`src/rtl/cache_read_sequencer.sv`:
```
// cache_read_sequencer
//   Walks one CPU read request at a time through a fully associative cache.
//   The flow is: tag lookup, hit compare, data read, response. A miss hands
//   the block address to the refill path, waits for the refill, then looks
//   the tag up again. After MAX_RETRY misses in a row the request gets an
//   error response.
//
//   Optional feature: define CACHE_RD_PERF_EN to add the hit_count and
//   miss_count performance counters. Both are 32 bits and saturate.
//
// Ports
//   clk, reset      : rising-edge clock, asynchronous active-high reset
//   req_*           : CPU read request (valid/ready, byte address)
//   resp_*          : CPU response (valid/ready, data word, error flag)
//   lookup_valid/tag: one-cycle tag lookup strobe to the way array
//   hit_vector      : per-way tag match, sampled the cycle after the lookup
//   rd_target_way   : one-hot way select to the data reader (READ only)
//   rd_offset       : word offset within the block (READ only)
//   rd_data         : combinational word from the data reader
//   miss_*          : refill request (valid/ready, block-aligned address)
//   refill_done     : one-cycle pulse, refill written into a way
//   hit_count/miss_count : performance counters (CACHE_RD_PERF_EN only)
module cache_read_sequencer #(
  parameter int NUM_WAYS      = 512,
  parameter int DATA_WIDTH    = 32,
  parameter int ADDRESS_WIDTH = 32,
  parameter int BLOCK_WORDS   = 16,
  parameter int MAX_RETRY     = 2,
  localparam int OFFSET_W     = $clog2(BLOCK_WORDS),
  localparam int TAG_W        = ADDRESS_WIDTH - OFFSET_W - 2,
  localparam int RETRY_W      = $clog2(MAX_RETRY + 1)
) (
  input  logic                     clk,
  input  logic                     reset,
  input  logic                     req_valid,
  output logic                     req_ready,
  input  logic [ADDRESS_WIDTH-1:0] req_addr,
  output logic                     resp_valid,
  input  logic                     resp_ready,
  output logic [DATA_WIDTH-1:0]    resp_data,
  output logic                     resp_err,
  output logic                     lookup_valid,
  output logic [TAG_W-1:0]         lookup_tag,
  input  logic [NUM_WAYS-1:0]      hit_vector,
  output logic [NUM_WAYS-1:0]      rd_target_way,
  output logic [OFFSET_W-1:0]      rd_offset,
  input  logic [DATA_WIDTH-1:0]    rd_data,
  output logic                     miss_valid,
  output logic [ADDRESS_WIDTH-1:0] miss_addr,
  input  logic                     miss_ready,
  input  logic                     refill_done
`ifdef CACHE_RD_PERF_EN
  ,
  output logic [31:0]              hit_count,
  output logic [31:0]              miss_count
`endif
);

  typedef enum logic [2:0] {
    S_IDLE,
    S_LOOKUP,
    S_COMPARE,
    S_READ,
    S_RESP,
    S_MISS,
    S_WAIT_REFILL
  } state_t;

  localparam logic [RETRY_W-1:0] RETRY_LIMIT = RETRY_W'(MAX_RETRY);

  state_t                   state;
  state_t                   state_next;
  logic [ADDRESS_WIDTH-1:2] addr_q;
  logic [RETRY_W-1:0]       retry_q;
  logic [RETRY_W-1:0]       retry_inc;
  logic                     retry_exhausted;
  logic [NUM_WAYS-1:0]      way_sel_q;
  logic [NUM_WAYS-1:0]      lowest_hit;
  logic                     any_hit;
  logic [DATA_WIDTH-1:0]    resp_data_q;
  logic                     resp_err_q;
  logic                     addr_lsb_unused;

  // The byte-lane bits of the address have no meaning for word reads.
  assign addr_lsb_unused = ^req_addr[1:0];

  // x & -x keeps only the lowest set bit. When several ways hit, the
  // lowest-numbered way is the one that gets read.
  assign any_hit    = |hit_vector;
  assign lowest_hit = hit_vector & (~hit_vector + NUM_WAYS'(1));

  // The retry counter saturates at MAX_RETRY. The request gives up when this
  // miss brings the count up to the limit.
  assign retry_inc       = (retry_q == RETRY_LIMIT) ? retry_q : retry_q + RETRY_W'(1);
  assign retry_exhausted = (retry_inc == RETRY_LIMIT);

  // The state register. Reset drops any request in flight.
  always_ff @(posedge clk or posedge reset) begin
    if (reset) begin
      state <= S_IDLE;
    end else begin
      state <= state_next;
    end
  end

  // The next-state logic. LOOKUP, COMPARE and READ each last one cycle.
  // The other states wait for a handshake or for the refill pulse.
  always_comb begin
    state_next = state;
    case (state)
      S_IDLE:        if (req_valid) state_next = S_LOOKUP;
      S_LOOKUP:      state_next = S_COMPARE;
      S_COMPARE: begin
        if (any_hit) begin
          state_next = S_READ;
        end else if (retry_exhausted) begin
          state_next = S_RESP;
        end else begin
          state_next = S_MISS;
        end
      end
      S_READ:        state_next = S_RESP;
      S_RESP:        if (resp_ready) state_next = S_IDLE;
      S_MISS:        if (miss_ready) state_next = S_WAIT_REFILL;
      S_WAIT_REFILL: if (refill_done) state_next = S_LOOKUP;
      default:       state_next = S_IDLE;
    endcase
  end

  // Registers for the request. The address is captured on acceptance. The way
  // select and the retry count are updated in COMPARE. The response word is
  // loaded in READ, or forced to zero with the error flag when retries run out.
  // These registers keep their value through RESP until the CPU takes it.
  always_ff @(posedge clk or posedge reset) begin
    if (reset) begin
      addr_q      <= '0;
      retry_q     <= '0;
      way_sel_q   <= '0;
      resp_data_q <= '0;
      resp_err_q  <= 1'b0;
    end else begin
      case (state)
        S_IDLE: begin
          if (req_valid) addr_q <= req_addr[ADDRESS_WIDTH-1:2];
        end
        S_COMPARE: begin
          if (any_hit) begin
            way_sel_q <= lowest_hit;
          end else begin
            retry_q <= retry_inc;
            if (retry_exhausted) begin
              resp_data_q <= '0;
              resp_err_q  <= 1'b1;
            end
          end
        end
        S_READ: begin
          resp_data_q <= rd_data;
          resp_err_q  <= 1'b0;
        end
        S_RESP: begin
          if (resp_ready) retry_q <= '0;
        end
        default: ;
      endcase
    end
  end

  // Outputs decoded from the state. The way select and the offset go to the
  // data reader only during READ and are zero in every other cycle.
  always_comb begin
    req_ready     = (state == S_IDLE);
    lookup_valid  = (state == S_LOOKUP);
    resp_valid    = (state == S_RESP);
    miss_valid    = (state == S_MISS);
    rd_target_way = '0;
    rd_offset     = '0;
    if (state == S_READ) begin
      rd_target_way = way_sel_q;
      rd_offset     = addr_q[OFFSET_W+1:2];
    end
  end

  assign lookup_tag = addr_q[ADDRESS_WIDTH-1:OFFSET_W+2];
  assign miss_addr  = {addr_q[ADDRESS_WIDTH-1:OFFSET_W+2], {(OFFSET_W+2){1'b0}}};
  assign resp_data  = resp_data_q;
  assign resp_err   = resp_err_q;

`ifdef CACHE_RD_PERF_EN
  // The performance counters count every COMPARE, including compares in
  // requests that later fail. Each counter holds at all-ones, not wrapping.
  always_ff @(posedge clk or posedge reset) begin
    if (reset) begin
      hit_count  <= '0;
      miss_count <= '0;
    end else if (state == S_COMPARE) begin
      if (any_hit) begin
        if (hit_count != 32'hFFFF_FFFF) hit_count <= hit_count + 32'd1;
      end else begin
        if (miss_count != 32'hFFFF_FFFF) miss_count <= miss_count + 32'd1;
      end
    end
  end
`endif

endmodule

```
`config.mk`:
```
export PLATFORM = sky130hd
export DESIGN_NAME = cache_read_sequencer
export DESIGN_NICKNAME = d
export VERILOG_FILES = /design/src/rtl/cache_read_sequencer.sv
export SDC_FILE = /design/constraint.sdc
export NUM_CORES = 2
export LEC_CHECK = 0
export CAP_MARGIN = 20
export CORE_AREA = 4 4 458 460
export CTS_BUF_LIST = sky130_fd_sc_hd__clkbuf_2
export CTS_CLUSTER_SIZE = 16
export DETAILED_ROUTE_END_ITERATION = 8
export DIE_AREA = 0 0 462 464
export PLACE_DENSITY = 0.37
export SLEW_MARGIN = 20
export SYNTH_ARGS = -nofsm -noshare
export SYNTH_HDL_FRONTEND = slang
export SYNTH_SLANG_ARGS = --single-unit
```
`constraint.sdc`:
```
create_clock -name clk -period 34.3 [get_ports clk]
set_input_delay 6.86 -clock clk [delete_from_list [all_inputs] [get_ports clk]]
set_output_delay 6.86 -clock clk [all_outputs]
set_load 0.01 [all_outputs]
```
Yosys cells after proc, flatten, opt, wreduce, memory -nomap -nowiden

Cells that the tools add are included.

Register bits after elaboration: 580
Bits of input ports: 582
Output and inout port bits: 611

$add $sub $neg: 2
Reductions and logical operators: 9
Muxes and demuxes: 19
Bitwise gates (word level): 2
Eq/ne operators: 14

Operators with widths:

| cell                                                               | count |
|---|---|
| 512-bit by 1-bit adder with 512-bit output (second input constant) | 1 |
| 512-bit AND                                                        | 1 |
| 512-bit 2-to-1 mux                                                 | 1 |
| 512-bit inverter                                                   | 1 |
| 512-bit OR reduction                                               | 1 |
| 32-bit 2-to-1 mux                                                  | 2 |
| 32-bit one-hot mux with 2 select lines                             | 1 |
| 3-bit one-hot mux with 7 select lines                              | 1 |
| 3-bit 2-to-1 mux                                                   | 5 |
| 3-bit == test (second input constant)                              | 3 |
| 2-bit != test (second input constant)                              | 4 |
| 3-bit by 2-bit == test with 1-bit output (second input constant)   | 2 |
| 2-bit 2-to-1 mux                                                   | 3 |
| 3-bit AND reduction                                                | 2 |
| 2-bit == test (second input constant)                              | 2 |
| 4-bit 2-to-1 mux                                                   | 1 |
| 2-bit by 1-bit != test with 1-bit output (second input constant)   | 2 |
| 2-bit one-hot mux with 2 select lines                              | 1 |
| 2-bit AND reduction                                                | 2 |
| 4-bit AND reduction                                                | 1 |
| 2-bit nonzero test                                                 | 2 |
| 3-bit by 1-bit == test with 1-bit output (second input constant)   | 1 |
| 3-bit zero test                                                    | 1 |
| 1-bit 2-to-1 mux                                                   | 3 |
| 2 further kinds                                                    | 2 |

Depth between registers and ports, before layout

Word-level depth: 6
Gate-level depth with buffers: 14
Gate-level depth less buffers: 8

Worst setup path after synthesis

OpenSTA, ideal clock, no wires.

Kind: in2reg
Start: input port hit_vector[191]
End: register way_sel_q[427]
Stages: 9
Path buffers: 1
Arrival time: 9.768 ns
Setup time: 0.104 ns
Data required time: 34.196 ns
Setup slack: 24.429 ns
Cells stage by stage: or4_1 -> clkbuf_1 -> or4_4 -> nor3_2 -> and3_2 -> nand3_2 -> or4_4 -> or3_1 -> o41ai_2

Word-level cells in the longest chain between the ends: 3
Elaborated cells between the ends (all ways): 5
Those cells by class: 1 x add/sub; 2 x bitwise; 2 x reduce/logical

RTL lines:

| item                                       | RTL line | source |
|---|---|---|
| start: declaration                         | 44       | `input logic [NUM_WAYS-1:0] hit_vector,` |
| 512-bit inverter                           | 90       | `assign lowest_hit = hit_vector & (~hit_vector + NUM_WAYS'(1));` |
| 512-bit by 1-bit adder with 512-bit output | 90       |  |
| 512-bit AND                                | 90       |  |
| end signal: assignment                     | 148      | `way_sel_q <= lowest_hit;` |
| end: declaration                           | 77       | `logic [NUM_WAYS-1:0] way_sel_q;` |

Several ways; a longest one is shown, not always the timed one.
A chain may end at the register's enable or synchronous reset.

Worst setup path in the final report

Start: register state[0]
End: output port rd_target_way[296]

Word-level cells in the longest chain between the ends: 2

RTL lines:

| item                                     | RTL line | source |
|---|---|---|
| start: declaration                       | 71       | `state_t state;` |
| start signal: assignment                 | 102      | `state <= state_next;` |
| 3-bit by 2-bit == test with 1-bit output | 178      | `if (state == S_READ) begin` |
| 512-bit 2-to-1 mux                       | 178      |  |
| end: declaration                         | 45       | `output logic [NUM_WAYS-1:0] rd_target_way,` |

No other way between the ends.

==> impl_metrics.toml <==
[hold_path]
worstHoldPathType = "reg2reg"
hold_start = "way_sel_q[62]"
worst_hold_endpoint = "way_sel_q[62]"
min_path_cells = 2

[drt]
drt_pre_antenna_iters = 5
drt-vias-per-instance = 4.72
detailedRoute.firstIterationViolations = 2833
routedWlPerCell_um = 31.9
route.final.wire_length_um = 260000
drc_errors = 0
detail-route-antenna-nets = 0
vias = 38600

[critical_path]
largest_fanout_on_the_critical_path = 84
critical_path_required_ns = 27.44
setup.worst_path.start_class = "flip-flop"
crit_path_end_kind = "primary output"
r2r_cells = 8
critical_path_arrival_ns = 6.30
r2r-start = "state[0]"
reg2reg_slack_ns = 29.80
regToRegEndpoint = "way_sel_q[506]"
timing_worst_setup_path_type = "reg2out"

[finish]
fillers = 23000
drive_above_1_share = 0.0914
layout_common_cells = "clkdlybuf4s50_1, nand2_1, dfrtp_1"
area_growth_syn_to_layout_pct = 49.2
final_nets = 5873
final_common_cell = "clkdlybuf4s50_1"

[status]
result_of_the_run = "finished clean"

[power_and_ir_drop]
power.density_cell_area_mw_per_mm2 = 40.8
power.ir.vdd_worst_mv = 0.0531
leakagePower_nw = 19.7

[sta]
slew_violations = 0
final.setup.worst_slack_ns = 21.14
fin_setup_tns_ns = 0
timing.final.hold_violations = 0
final.period_utilization = 0.384
fmax_ghz = 0.0760
timing.final.crit_period_ns = 13.16
timing.max_slew.rel_slack = 0.228
rsz0062_at_grt = "false"
worstMarginPinSlew_ns = 1.16
fin_skew_ns = 0.127
setup_viol = 0

[clock_network]
cts.htree.levels = 4
clock_buffers_created_by_tritoncts = 194
tritoncts_sinks = 580
cts_hold_repair.buffers = 0
post-cts-setup-buffers = 0
cts.clk_slew.worst_paths_ns = 0.10
clock_root_buffer = "clkbuf_2"
clock_tree.buffer_depth = 3
resized_gates_after_cts = 0
worstSkewPairLatency_ns = 1.72
cts_tree = "done"

[logic_synthesis]
synth_seq_cells = 580
seq_area_frac_synth = 0.427
yosys_warnings = 0
synth_cell_type_count = 61
yosys_most_used_dff = "dfrtp_1"
asyncSetResetFlopFracSynth = 1.00
netlist_instances = 4062
synth.avg_cell_area_um2 = 8.36
synthesized_area_mm2 = 0.0340
synth-edff-count = 0

[place]
place_worst_setup_slack_ns = 20.38
placement.io_buffers = 1184
post-dp-hpwl_um = 211000
place_congestion = 0.927

[die]
top_level_ports = 1193
fp.dieArea_mm2 = 0.214
horiz_die_dim_um = 462
placement_rows = 167
die_y_um = 464
floorplan.initialDensity = 0.165
core_area_mm2 = 0.206

[global_route]
grtUsageTotal = 0.234
grt_start_max_net_pins = 197
first_pass_grt_wire_length_um = 348000
first_global_vias = 39300
number_of_antenna_violations_at_the_first_check_in_global_routing = 104
gr-total-overflow = 0

[run]
max_cap_viol_count = 0
## metal layers
layer / vias up / routed length (um) / track usage / share of wire
met5: - / 530 / 0 / 0.0020
met4: 80 / 10600 / 0.0940 / 0.041
met3: 439 / 21900 / 0.0785 / 0.084
met2: 1668 / 122000 / 0.385 / 0.47
met1: 19300 / 105000 / 0.280 / 0.40
li1: 17100 / - / - / -
## worst max-delay path, stage by stage, from the launching register on
cell             delay, ns
dfrtp_1               0.62
and3_4                0.71
buf_4                 0.72
buf_4                 0.69
buf_4                 0.80
and2_1                0.23
clkdlybuf4s50_1       0.73
## worst max path at each step
stage	start	to	slack [ns]	cells past startpoint
finish	state[0]	rd_target_way[296]	21.14	6
global route	state[0]	rd_target_way[296]	20.44	6
CTS	state[0]	rd_target_way[266]	20.63	6
detailed placement	hit_vector[63]	way_sel_q[160]	20.38	13
global placement	hit_vector[63]	way_sel_q[160]	20.39	13
floorplan	reset	addr_q[10]	11.21	1
## registers in the layout, indices dropped and copies added, names as in the netlist
register and cells:
state 3, resp_data 32, retry_q 2, way_sel_q 512
resp_err 1, addr_q 30
## cells in the mapped netlist (55+ instances only)
library cell  instances  area (um^2)
dfrtp_1             580        14500
nand2_1             756         2840
buf_4                84          631
or3_1                55          344
nor2_1              225          845
and2_1              533         3330
nor3_1              146          731
or4_1                72          541
nand3_1             218         1090
nand4_1             152          951
o21ai_0             183          916
o41ai_1              89          780
inv_1               118          443
o31ai_1             126          946
nor4_1              155          970
clkbuf_1            108          405
buf_2                61          305
## power by group
| group | switching (mW) | leakage (nW) | total, mW | internal, mW |
|---|---|---|---|---|
| clock | 0.388 | 1.33 | 0.648 | 0.260 |
| combinational | 0.445 | 10.4 | 0.661 | 0.216 |
| sequential | 0.0385 | 7.99 | 0.762 | 0.723 |
## metrics by stage
step	utilization	hold slack (ns)	total power, mW	std cells	area, um^2
after detailed placement	0.237	0.447	1.45	7798	48800
after floorplan	-	0.430	1.13	4067	34000
after CTS	0.245	0.468	2.12	8129	50600
after global routing	0.246	0.487	2.20	8157	50700
final	0.246	0.463	2.07	8176	50700
after global placement	0.237	0.445	1.45	7798	48800
## cell families after synthesis
| kind of cell | after synthesis | synth area share |
|---|---|---|
| and+or+nand+nor | 2593 | 0.409 |
| DFF | 580 | 0.427 |
| AOI/OAI and AO/OA | 483 | 0.0999 |
| buffers and inverters | 374 | 0.0531 |
| muxes | 30 | 0.00994 |
| adders and majority gates | 1 | 0.000368 |
| other | 1 | 0.000110 |
## area by class of cell
type,instances,area [um^2],share of cell area
timing repair buffer,1283,12700,0.250
clock inverter,47,347,0.00684
sequential,580,14500,0.286
tap,2704,3380,0.0667
multi-input combinational,3113,17800,0.351
antenna,47,118,0.00232
inverter,118,450,0.00888
clock buffer,284,1420,0.0280
(Power assumes the default switching activity.)
